## src/rtl/uart_tx_cfg.sv

```systemverilog
// Configurable UART transmitter with a small transmit FIFO.
// The line outputs are registered one cycle behind the FSM state so that txd, busy and done stay aligned.
module uart_tx_cfg #(
    parameter int DATA_BITS    = 8,
    parameter int CLKS_PER_BIT = 5208,
    parameter int PARITY_EN    = 0,
    parameter int PARITY_ODD   = 0,
    parameter int STOP_BITS    = 1,
    parameter int FIFO_DEPTH   = 4
) (
    input  logic                          clk,
    input  logic                          reset,
    input  logic [DATA_BITS-1:0]          tx_data,
    input  logic                          tx_valid,
    output logic                          tx_ready,
    output logic                          txd,
    output logic                          busy,
    output logic                          done,
    output logic [$clog2(FIFO_DEPTH):0]   fifo_count
);

    localparam int AW = $clog2(FIFO_DEPTH);
    localparam int CW = AW + 1;
    localparam int BW = $clog2(CLKS_PER_BIT);
    localparam logic [BW-1:0] BAUD_LAST  = BW'(CLKS_PER_BIT - 1);
    localparam logic [3:0]    DATA_LAST  = 4'(DATA_BITS - 1);
    localparam logic [3:0]    STOP_LAST  = 4'(STOP_BITS - 1);
    localparam logic [CW-1:0] FULL_COUNT = CW'(FIFO_DEPTH);

    typedef enum logic [2:0] {IDLE, START, DATA, PARITY, STOP} state_t;

    state_t                 state_q, state_d;
    logic [BW-1:0]          baud_q, baud_d;
    logic [3:0]             bit_q, bit_d;
    logic [DATA_BITS-1:0]   shift_q, shift_d;
    logic                   par_q, par_d;
    logic                   txd_q, txd_d;
    logic                   busy_q, busy_d;
    logic                   end_q, end_d;
    logic                   done_q, done_d;
    logic                   ready_q, ready_d;
    logic [AW-1:0]          wr_ptr_q, wr_ptr_d;
    logic [AW-1:0]          rd_ptr_q, rd_ptr_d;
    logic [CW-1:0]          count_q, count_d;
    logic [DATA_BITS-1:0]   mem [FIFO_DEPTH];

    logic wr_en;
    logic pop;
    logic bit_end;
    logic fifo_empty;

    always_comb begin
        state_d    = state_q;
        baud_d     = baud_q;
        bit_d      = bit_q;
        shift_d    = shift_q;
        par_d      = par_q;
        wr_ptr_d   = wr_ptr_q;
        rd_ptr_d   = rd_ptr_q;
        end_d      = 1'b0;
        pop        = 1'b0;
        wr_en      = tx_valid && ready_q;
        bit_end    = (baud_q == BAUD_LAST);
        fifo_empty = (count_q == '0);

        if (state_q != IDLE) begin
            baud_d = bit_end ? '0 : baud_q + BW'(1);
        end

        case (state_q)
            IDLE: begin
                baud_d = '0;
                bit_d  = '0;
                if (!fifo_empty) begin
                    pop     = 1'b1;
                    state_d = START;
                end
            end
            START: begin
                if (bit_end) begin
                    bit_d   = '0;
                    state_d = DATA;
                end
            end
            DATA: begin
                if (bit_end) begin
                    shift_d = shift_q >> 1;
                    if (bit_q == DATA_LAST) begin
                        bit_d   = '0;
                        state_d = (PARITY_EN != 0) ? PARITY : STOP;
                    end else begin
                        bit_d = bit_q + 4'd1;
                    end
                end
            end
            PARITY: begin
                if (bit_end) begin
                    bit_d   = '0;
                    state_d = STOP;
                end
            end
            STOP: begin
                if (bit_end) begin
                    if (bit_q == STOP_LAST) begin
                        end_d = 1'b1;
                        bit_d = '0;
                        // Popping here keeps back-to-back frames gapless.
                        if (!fifo_empty) begin
                            pop     = 1'b1;
                            state_d = START;
                        end else begin
                            state_d = IDLE;
                        end
                    end else begin
                        bit_d = bit_q + 4'd1;
                    end
                end
            end
            default: state_d = IDLE;
        endcase

        if (pop) begin
            shift_d  = mem[rd_ptr_q];
            par_d    = (^mem[rd_ptr_q]) ^ (PARITY_ODD != 0);
            rd_ptr_d = rd_ptr_q + AW'(1);
        end
        if (wr_en) begin
            wr_ptr_d = wr_ptr_q + AW'(1);
        end
        count_d = count_q + CW'(wr_en) - CW'(pop);
        ready_d = (count_d != FULL_COUNT);

        case (state_q)
            START:   txd_d = 1'b0;
            DATA:    txd_d = shift_q[0];
            PARITY:  txd_d = par_q;
            default: txd_d = 1'b1;
        endcase
        busy_d = (state_q != IDLE);
        done_d = end_q;
    end

    always_ff @(posedge clk) begin
        if (reset) begin
            state_q  <= IDLE;
            baud_q   <= '0;
            bit_q    <= '0;
            shift_q  <= '0;
            par_q    <= 1'b0;
            txd_q    <= 1'b1;
            busy_q   <= 1'b0;
            end_q    <= 1'b0;
            done_q   <= 1'b0;
            ready_q  <= 1'b0;
            wr_ptr_q <= '0;
            rd_ptr_q <= '0;
            count_q  <= '0;
        end else begin
            state_q  <= state_d;
            baud_q   <= baud_d;
            bit_q    <= bit_d;
            shift_q  <= shift_d;
            par_q    <= par_d;
            txd_q    <= txd_d;
            busy_q   <= busy_d;
            end_q    <= end_d;
            done_q   <= done_d;
            ready_q  <= ready_d;
            wr_ptr_q <= wr_ptr_d;
            rd_ptr_q <= rd_ptr_d;
            count_q  <= count_d;
        end
    end

    // Storage needs no reset: the pointers define what is valid.
    always_ff @(posedge clk) begin
        if (wr_en) begin
            mem[wr_ptr_q] <= tx_data;
        end
    end

    assign tx_ready   = ready_q;
    assign txd        = txd_q;
    assign busy       = busy_q;
    assign done       = done_q;
    assign fifo_count = count_q;

endmodule

```

## config.mk

```make
export PLATFORM = sky130hd
export DESIGN_NAME = uart_tx_cfg
export DESIGN_NICKNAME = d
export VERILOG_FILES = /design/src/rtl/uart_tx_cfg.sv
export SDC_FILE = /design/constraint.sdc
export NUM_CORES = 1
export LEC_CHECK = 0
export CAP_MARGIN = 10
export CORE_ASPECT_RATIO = 0.5
export CORE_MARGIN = 10
export CORE_UTILIZATION = 44
export DETAILED_ROUTE_END_ITERATION = 7
export PLACE_DENSITY_LB_ADDON = 0.12
export SLEW_MARGIN = 25
export SYNTH_ARGS = -nofsm -noshare
export SYNTH_HDL_FRONTEND = slang
export SYNTH_SLANG_ARGS = --single-unit
export TNS_END_PERCENT = 100
```

## constraint.sdc

```tcl
create_clock -name clk -period 3.3 [get_ports clk]
set_clock_uncertainty 0.1 [all_clocks]
set_input_delay 0.66 -clock clk [delete_from_list [all_inputs] [get_ports clk]]
set_output_delay 0.66 -clock clk [all_outputs]
set_load 0.02 [all_outputs]
```

==> key figures <==
Setup path
  • WP data required: roughly 3.4 ns
  • Slowest stage delay, CP: 0.51 ns
  • CP max stage cell: or3b_2
  • CP Class: flop to flop
  • CP Capture Type: flop
  • Startpoint class of the critical path: flop
  • Arrival @ worst endpoint: about 3.2 ns
  • Crit-path max FO: 5
  • Critical Path, Cell by Cell: inv_1 -> ha_1 -> or3b_2 -> o41ai_4 -> and3_1 -> nand2_1 -> nand2_1 -> ha_1 -> fa_1 -> nor3_1 -> nor2_1

Pwr
  • Reg power frac: 39.7%
  • Power per standard cell area: roughly 810 mW/mm^2
  • Internal: 0.00222 W
  • Comb power frac: approximately a quarter
  • Clock share of power: 35.9%
  • VDD IR max: 0.000399 V
  • P_sw: around 0.00086 W
  • Leak: 1.34 nW
  • Sw Share: around 28%

STA
  • RSZ-0062 raised after global routing: no
  • Final Hold Vio Count: 0
  • Max Slew Vio Count: 0
  • Worst Max-Slew Pin Slew: between 0.5 and 0.6 ns
  • Setup TNS: 0 ns
  • Final period util: 92.6%
  • Fmax: between 300 and 400 MHz
  • Setup-failing EPs final: 0
  • Slew headroom: 61.9%
  • Min Tclk post-route: 3.06 ns

Yosys
  • Mux share of post-synthesis cell area: 8.48%
  • Post-synthesis compound-gate area fraction: ~5.4%
  • Area share of and/or/nand/nor cells after synthesis: between 15 and 20%
  • Yosys Warn Count: 0
  • Distinct cells, synth: 39
  • Yosys reg bits: between 70 and 80
  • EDFF count, synth: 32
  • Mapped Cells: 270
  • Syn Area/Cell: 11.8 um^2
  • Xor/xnor share of the synthesized area: 6.32%
  • Ys flop type: dfxtp_1
  • Post-synth top area cell: edfxtp_1
  • Synth top area cells: edfxtp_1 (30%), dfxtp_1 (27%), mux4_2 (5.7%), nor2_1 (4.0%), xnor2_1 (3.3%)
  • Synth Area in Adders: between 4 and 5%
  • Cell Area, Synth: between 0.003 and 0.004 mm^2
  • Syn nets: 290
  • Largest family of logic cells by synthesized area: simple AND/OR/NAND/NOR gates
  • Async SR Flop Fraction: 0%
  • Seq/Total Area, Yosys: 57.1%
  • Synth top area share: a little under a third

Place
  • Post-DP HPWL: 3980 um
  • PortBufs: 17
  • Final Wtd Congestion: around 0.8
  • Cell area after placement: approximately 0.0034 mm^2

Floorplanning
  • Core box area: 0.00686 mm^2
  • Starting density of the core: between 40% and 50%
  • Die height: roughly 80 um
  • Die width: 140 um
  • Die Footprint: between 0.01 and 0.015 mm^2
  • # IOs: 18
  • Cell row count: 21

Job
  • Max_cap viols: 0

Final layout
  • Most common cell after layout, fill and taps aside: dfxtp_1
  • Commonest non-fill, non-tap cells in the layout: dfxtp_1 (43), nor2_1 (34), edfxtp_1 (32)
  • Area Overhead vs Synth: 18.9%
  • Design Area, Final: ~0.0038 mm^2
  • Nets: just over 300
  • Layout cell share with drive strength beyond 1: between 9 and 10%
  • ANT cells: 0

Routing
  • Drt first pass iters: 4
  • 1st-iter DRT viols: approximately 110
  • WL final: around 5700 um
  • Drt drc: 0
  • Via count: 2004
  • Drt via density: around 5.2
  • Routed wire per std cell: around 15 um
  • Post-DRT Antenna Nets: 0

Clock network
  • Clk_lat worst skew: approximately 0.34 ns
  • Clock Tree Buf Depth: 2
  • Hold buffers post-CTS: 0
  • CTS buffer count: 9
  • CTS tree: done
  • Worst-path clk slew: roughly 0.060 ns
  • Resized Gates After CTS: 0
  • CTS sink cnt: 75
  • Root Buffer: clkbuf_16
  • # Post-CTS Setup Buffers: 0
  • CTS H-tree depth: 3

Global route
  • Global-route wire length before repair: 9690 um
  • Remaining Overflow, GRT: 0
  • GRT Resource Usage Total: between 10% and 20%
  • Pin count of the biggest net entering global routing: 17
  • Vias in the first global route: ~2000
  • Initial antenna violation count: 0

Min path
  • Hold WC Path Type: flop to flop

Outcome
  • Status: finished, final reports clean
==> kinds of logic after synthesis <==
| logic type | count (synthesis) |
|---|---|
| and+or+nand+nor | 98 |
| DFF | 75 |
| AOI/OAI and AO/OA | 27 |
| xor gates and xnor gates | 23 |
| buffers and inverters | 19 |
| muxes | 17 |
| adders and majority gates | 11 |
==> power by group through the flow <==
stage	Clock, W	Combinational (W)	Sequential (W)
3_3_place_gp	0	0.000751	0.00124
4_1_cts	0.00113	0.000767	0.00123
6_report	0.00111	0.000753	0.00122
3_5_place_dp	0	0.000763	0.00124
5_1_grt	0.00117	0.000835	0.00125
2_1_floorplan	0	0.000590	0.00121
==> cell usage after synthesis (2+ instances only) <==
cell type / number
nor3_1: 3
o21ai_0: 4
and2_1: 2
nand2b_1: 2
a211oi_1: 8
dfxtp_1: 43
buf_2: 2
xor2_1: 11
edfxtp_1: 32
ha_1: 8
xnor2_1: 12
nor2b_1: 4
or3_1: 4
maj3_1: 2
clkbuf_1: 8
and3_1: 7
a21oi_1: 12
nor2_1: 34
nand3_1: 13
and4_1: 2
nand2_1: 13
inv_1: 7
nand4_1: 6
mux4_2: 8
mux2i_1: 9
==> layout make-up <==
type,instances,area (um^2)
Clock buffer,9,225
Inverter,7,26.3
Clock inverter,7,116
Tap cell,92,115
Multi-Input combinational cell,176,1300
Sequential cell,75,1820
Fill cell,579,3070
Timing Repair Buffer,19,185
==> critical path: cells and delay by family (launching register included) <==
| kind | cells | cell delay, ns |
|---|---|---|
| buffers and inverters | 1 | 0.08 |
| AND/OR/NAND/NOR | 6 | 1.25 |
| AO/OA/AOI/OAI | 1 | 0.43 |
| adder cells (fa/ha/maj) | 3 | 0.75 |
| flip-flops | 1 | 0.33 |
==> routing by layer <==
layer  vias to the layer above  GRT usage (%)  routed length [um]
met4                         0           4.92                  90
met5                         -              0                   0
met1                       950           12.8                2790
met2                        36           16.5                2520
met3                         9           5.34                 321
li1                       1009              -                   -
==> flip-flops by register name, indices dropped and copies added (netlist names), named ones only <==
register,count
shift_q,8
baud_q,13
tx_ready,1
rd_ptr_q,2
par_q,1
wr_ptr_q,2
done,1
state_q,3
busy,1
bit_q,4
fifo_count,3
done_d,1
mem,32
txd,1
==> worst paths after layout <==
path,startpoint,endpoint,slack (ns),cells after the start
worst min-delay path,baud_q[0],baud_q[0],0.34,1
worst min register to register,baud_q[0],baud_q[0],0.34,1
worst max-delay path,bit_q[0],tx_ready,0.24,11
worst max register to register,bit_q[0],tx_ready,0.24,11
==> stage by stage <==
stage	hold WS [ns]	setup WS, ns	power, W	cells	util (%)
after CTS	0.337	0.172	0.00313	385	55.1
final	0.339	0.243	0.00308	385	55.3
after global routing	0.344	0.0542	0.00325	385	55.3
after floorplan	0.313	0.223	0.00180	270	-
after global placement	0.321	0.288	0.00199	369	50.1
after detailed placement	0.326	0.173	0.00201	369	50.1
(Power assumes the default switching activity.)
==> RTL edit 1, RTL diff (same settings) <==
Reset style: asynchronous (`reset`), changed in one clocked block.
--- a/src/rtl/uart_tx_cfg.sv
+++ b/src/rtl/uart_tx_cfg.sv
@@ -142,3 +142,3 @@
 
-    always_ff @(posedge clk) begin
+    always_ff @(posedge clk or posedge reset) begin
         if (reset) begin
Function: differs if reset is asserted again (counterexample within 4 cycles, from zero or initial values and one cycle with reset high); with reset held inactive, the same outputs for 10 cycles.
==> RTL edit 1 against the original RTL <==
- wire length decreased by 0.94%
- sequential cell count decreased by 2
- worst setup slack improved by 0.23 ns
- synthesized cell count decreased by 6.7%
- first-iteration DRC count decreased by 25%
- final area increased by 1.6%
- count of clock-buffer cells in the layout increased by 2
- critical path type unchanged
- non-clock buffer count increased by 1
- highest routed layer unchanged
- core utilization decreased by 2.5 points
- area after synthesis increased by 3.5%
- hold slack got worse by 0.091 ns
Power is not compared: it rests on default switching activity, and its combinational part moved more than twofold at a synthesized area within 25%.
==> RTL edit 1: results <==
[run_status]
outcome = "complete, no violations"

[cells_and_area]
drive_above_1_share_pct = 12.5
fillCellCount = 609

[yosys]
ys_top_cells_by_count = "dfrtp_1, edfxtp_1, nor2_1, xnor2_1, nand2_1"
yosysUniqueCellTypes = 45
synth_fp_nets = 272
async_reset_ff_share_pct = 56.2
synthTopCellsByArea = "dfrtp_1, edfxtp_1, mux4_2"
avgSynthCellArea_sq_um = 13.1
yosysSeqAreaShare_pct = 60.3

[detailed_routing]
num_vias = 1936
wl_per_cell_um = 15.1
drtIter0Drc = 86
dr.pass1.iters = 6

[worst_setup_path]
cp.arrival_ns = 2.93
max_stage_delay_ns = 0.42
ff2ff_path_depth = 12
r2r_slack_ns = 0.48
crit_slowest_cell = "dfrtp_1"
timing.critical_path.max_delay_family = "adder cells"

[timing]
max_slew_margin_pct = 59.8
holdWs_ns = 0.248

[hold_path]
min_delay_path_depth = 0

[placement]
placedInstanceArea_sq_um = 3560
globalplace.congestion = 0.799
dp_slack_ns = 0.420
placed_cells = 359
hpwl_um = 3850

[global_routing]
grt_pass1_wl_um = 9910
grt_pass1_vias = 2048
grt_max_degree = 42
==> RTL edit 1: cell types whose count changed after synthesis, moves of 4 or more <==
cell,change
dfxtp_1,-43
o21ai_1,+9
xnor2_1,+5
dfrtp_1,+40
xor2_1,-5
nor2_1,-7
a211oi_1,-8
nor2b_1,-4
nand3_1,-6
inv_1,+4
==> RTL edit 1: logic make-up after synthesis <==
logic type,synth area share [%]
xor gates and xnor gates,6.11
muxes,7.93
and+or+nand+nor,13.5
DFF,60.3
buffers and inverters,2.81
adders and majority gates,3.98
AOI/OAI and AO/OA,5.38
==> RTL edit 1: report_power, final <==
part | leakage [uW] | internal, uW | switching [uW]
sequential | 0.000800 | 1070 | 52.9
clock | 0.000143 | 585 | 357
combinational | 0.000624 | 164 | 193
total | 0.00157 | 1820 | 603
==> RTL edit 1: routing by layer <==
metal  part of all wire, %  vias up  GRT usage [%]
met5                     0        -              0
met4                   1.4        0           4.52
li1                      -      951              -
met2                    48       18           17.5
met1                    47      956           13.1
met3                   3.4       11           3.67
==> RTL edit 1: worst max-delay path by stage <==
stage	start	end	slack, ns	depth (start not counted)
3_3_place_gp	bit_q[0]	tx_ready	0.54	12
5_1_grt	bit_q[1]	tx_ready	0.21	12
6_report	bit_q[1]	tx_ready	0.48	12
2_1_floorplan	bit_q[0]	tx_ready	0.48	13
4_1_cts	bit_q[0]	tx_ready	0.44	12
3_5_place_dp	bit_q[0]	tx_ready	0.42	12
==> RTL edit 1: final cells by class <==
type	count	area, sq um	share of cell area, %
clock buffers	11	233	6.04
clock inverters	5	57.6	1.49
inverters	11	41.3	1.07
multi-input cells	159	1220	31.6
flip-flops and latches	73	1990	51.6
well taps	96	120	3.12
repair buffers	20	193	5.00
==> RTL edit 2, RTL diff (config.mk and constraints unchanged) <==
Without the edit above. The parameter `FIFO_DEPTH` goes from 4 to 16.
--- a/src/rtl/uart_tx_cfg.sv
+++ b/src/rtl/uart_tx_cfg.sv
@@ -8,3 +8,3 @@
     parameter int STOP_BITS    = 1,
-    parameter int FIFO_DEPTH   = 4
+    parameter int FIFO_DEPTH   = 16
 ) (
Ports: changed (resized fifo_count); port bits go from 18 to 20. No check against the original RTL was run, so the function may have changed too.
==> RTL edit 2 against the original RTL <==
- hold slack about the same
- first-iteration DRC count increased by 120%
- final cell count increased by 100%
- area after synthesis increased by 130%
- wire length increased by 140%
- critical path depth increased by 2
- total power increased by 100%
- sequential cell count increased by 104
- final area increased by 120%
- worst setup slack got worse by 0.0094 ns
- core utilization decreased by 3.5 points
- fmax decreased by 0.31%
==> RTL edit 2: results <==
[detailed_routing]
vias_per_cell = 5.22
drt-total-wl_um = 14000
drtIter0Drc = 254

[cells_and_area]
nFlopsAndLatches = 179
reg_top3 = "mem x128, baud_q x13, shift_q x8"
n_all_inverters = 10
final_cell_count_no_fill = 772
buf_share_pct = 4.44
drive_above_1_share_pct = 16.7
multi_input_comb_cells = 284
multi_input_area_share_pct = 27.3
fillCellCount = 1328
seq_share_pct = 57.6
largest_reg_flops = 128
clock_buffers = 19
nNonClkBuffers = 42
clock_cell_area_share_pct = 6.90
nets = 559

[power]
netSwitchingFraction_pct = 28.6
p_seq_uw = 2660
leakagePower_uw = 0.00282
peakVddDrop_mv = 0.316
comb_cell_power_uw = 1520
clk-power_uw = 2000

[clocking]
h-tree-depth = 4
cts-root-buf = "clkbuf_16"
numCtsBuffers = 17
clkSlewWorstSetupHoldPaths_ns = 0.06
clock_latency_ns = 0.42

[hold_path]
min_delay_path_depth = 1

[yosys]
synth-xor-area-share_pct = 3.24
yosysSeqAreaShare_pct = 66.6
synth_fa_ha_area_share_pct = 2.50
synth-compound-area-share_pct = 5.43
synthTopCellsByArea = "edfxtp_1, dfxtp_1, mux4_2"
ys_top_cells_by_count = "edfxtp_1, nor2_1, dfxtp_1, nand2_1, mux4_2"
synth_fp_nets = 523
synth_edf_count = 128
yosysUniqueCellTypes = 44
synthCells = 498

[die]
fp.dieArea_sq_um = 22500

[placement]
globalplace.congestion = 0.768
hpwl_um = 9090
dp_slack_ns = 0.246
placed_cells = 742
numPortBuffers = 19
placedInstanceArea_sq_um = 7870

[global_routing]
antenna_found_initial = 0
grt_max_degree = 38
grt_pass1_wl_um = 22600
grt_usage_pct = 13.1
grt_pass1_vias = 4089

[worst_setup_path]
ff2ff_path_depth = 13
crit_slowest_cell = "or4b_4"
cp.arrival_ns = 3.25
max_stage_delay_ns = 0.55

[run_status]
outcome = "complete, no violations"

[timing]
max_slew_margin_pct = 49.2
-- RTL edit 2: cell count changes in the layout (fill, tap and decap cells not counted), moves of 7 or more --
cell / delta
buf_4: +20
a22oi_1: +17
clkbuf_16: +8
nand2_1: +24
nor3_1: +7
dfxtp_1: +7
edfxtp_1: +96
nor2_1: +23
mux4_2: +24
-- RTL edit 2: metal layers --
metal  GRT usage, %  share of wire (%)
met1           17.4                 48
met2           20.1                 46
met3           3.70                3.9
met4           4.40                1.6
met5              0                  0
-- RTL edit 2: worst reg2reg max path: cells and delay by family (launching register included) --
| family | cells | cell delay (ns) |
|---|---|---|
| compound gates | 3 | 0.39 |
| xor+xnor | 1 | 0.21 |
| fa+ha+maj | 2 | 0.61 |
| flops | 1 | 0.35 |
| simple gates | 7 | 1.27 |
-- RTL edit 2: worst paths after layout --
check	from	endpoint	slack [ns]
setup / recovery	baud_q[3]	tx_ready	0.23
hold / removal	done_d	done	0.34
setup reg to reg	baud_q[3]	tx_ready	0.23
hold reg to reg	done_d	done	0.34
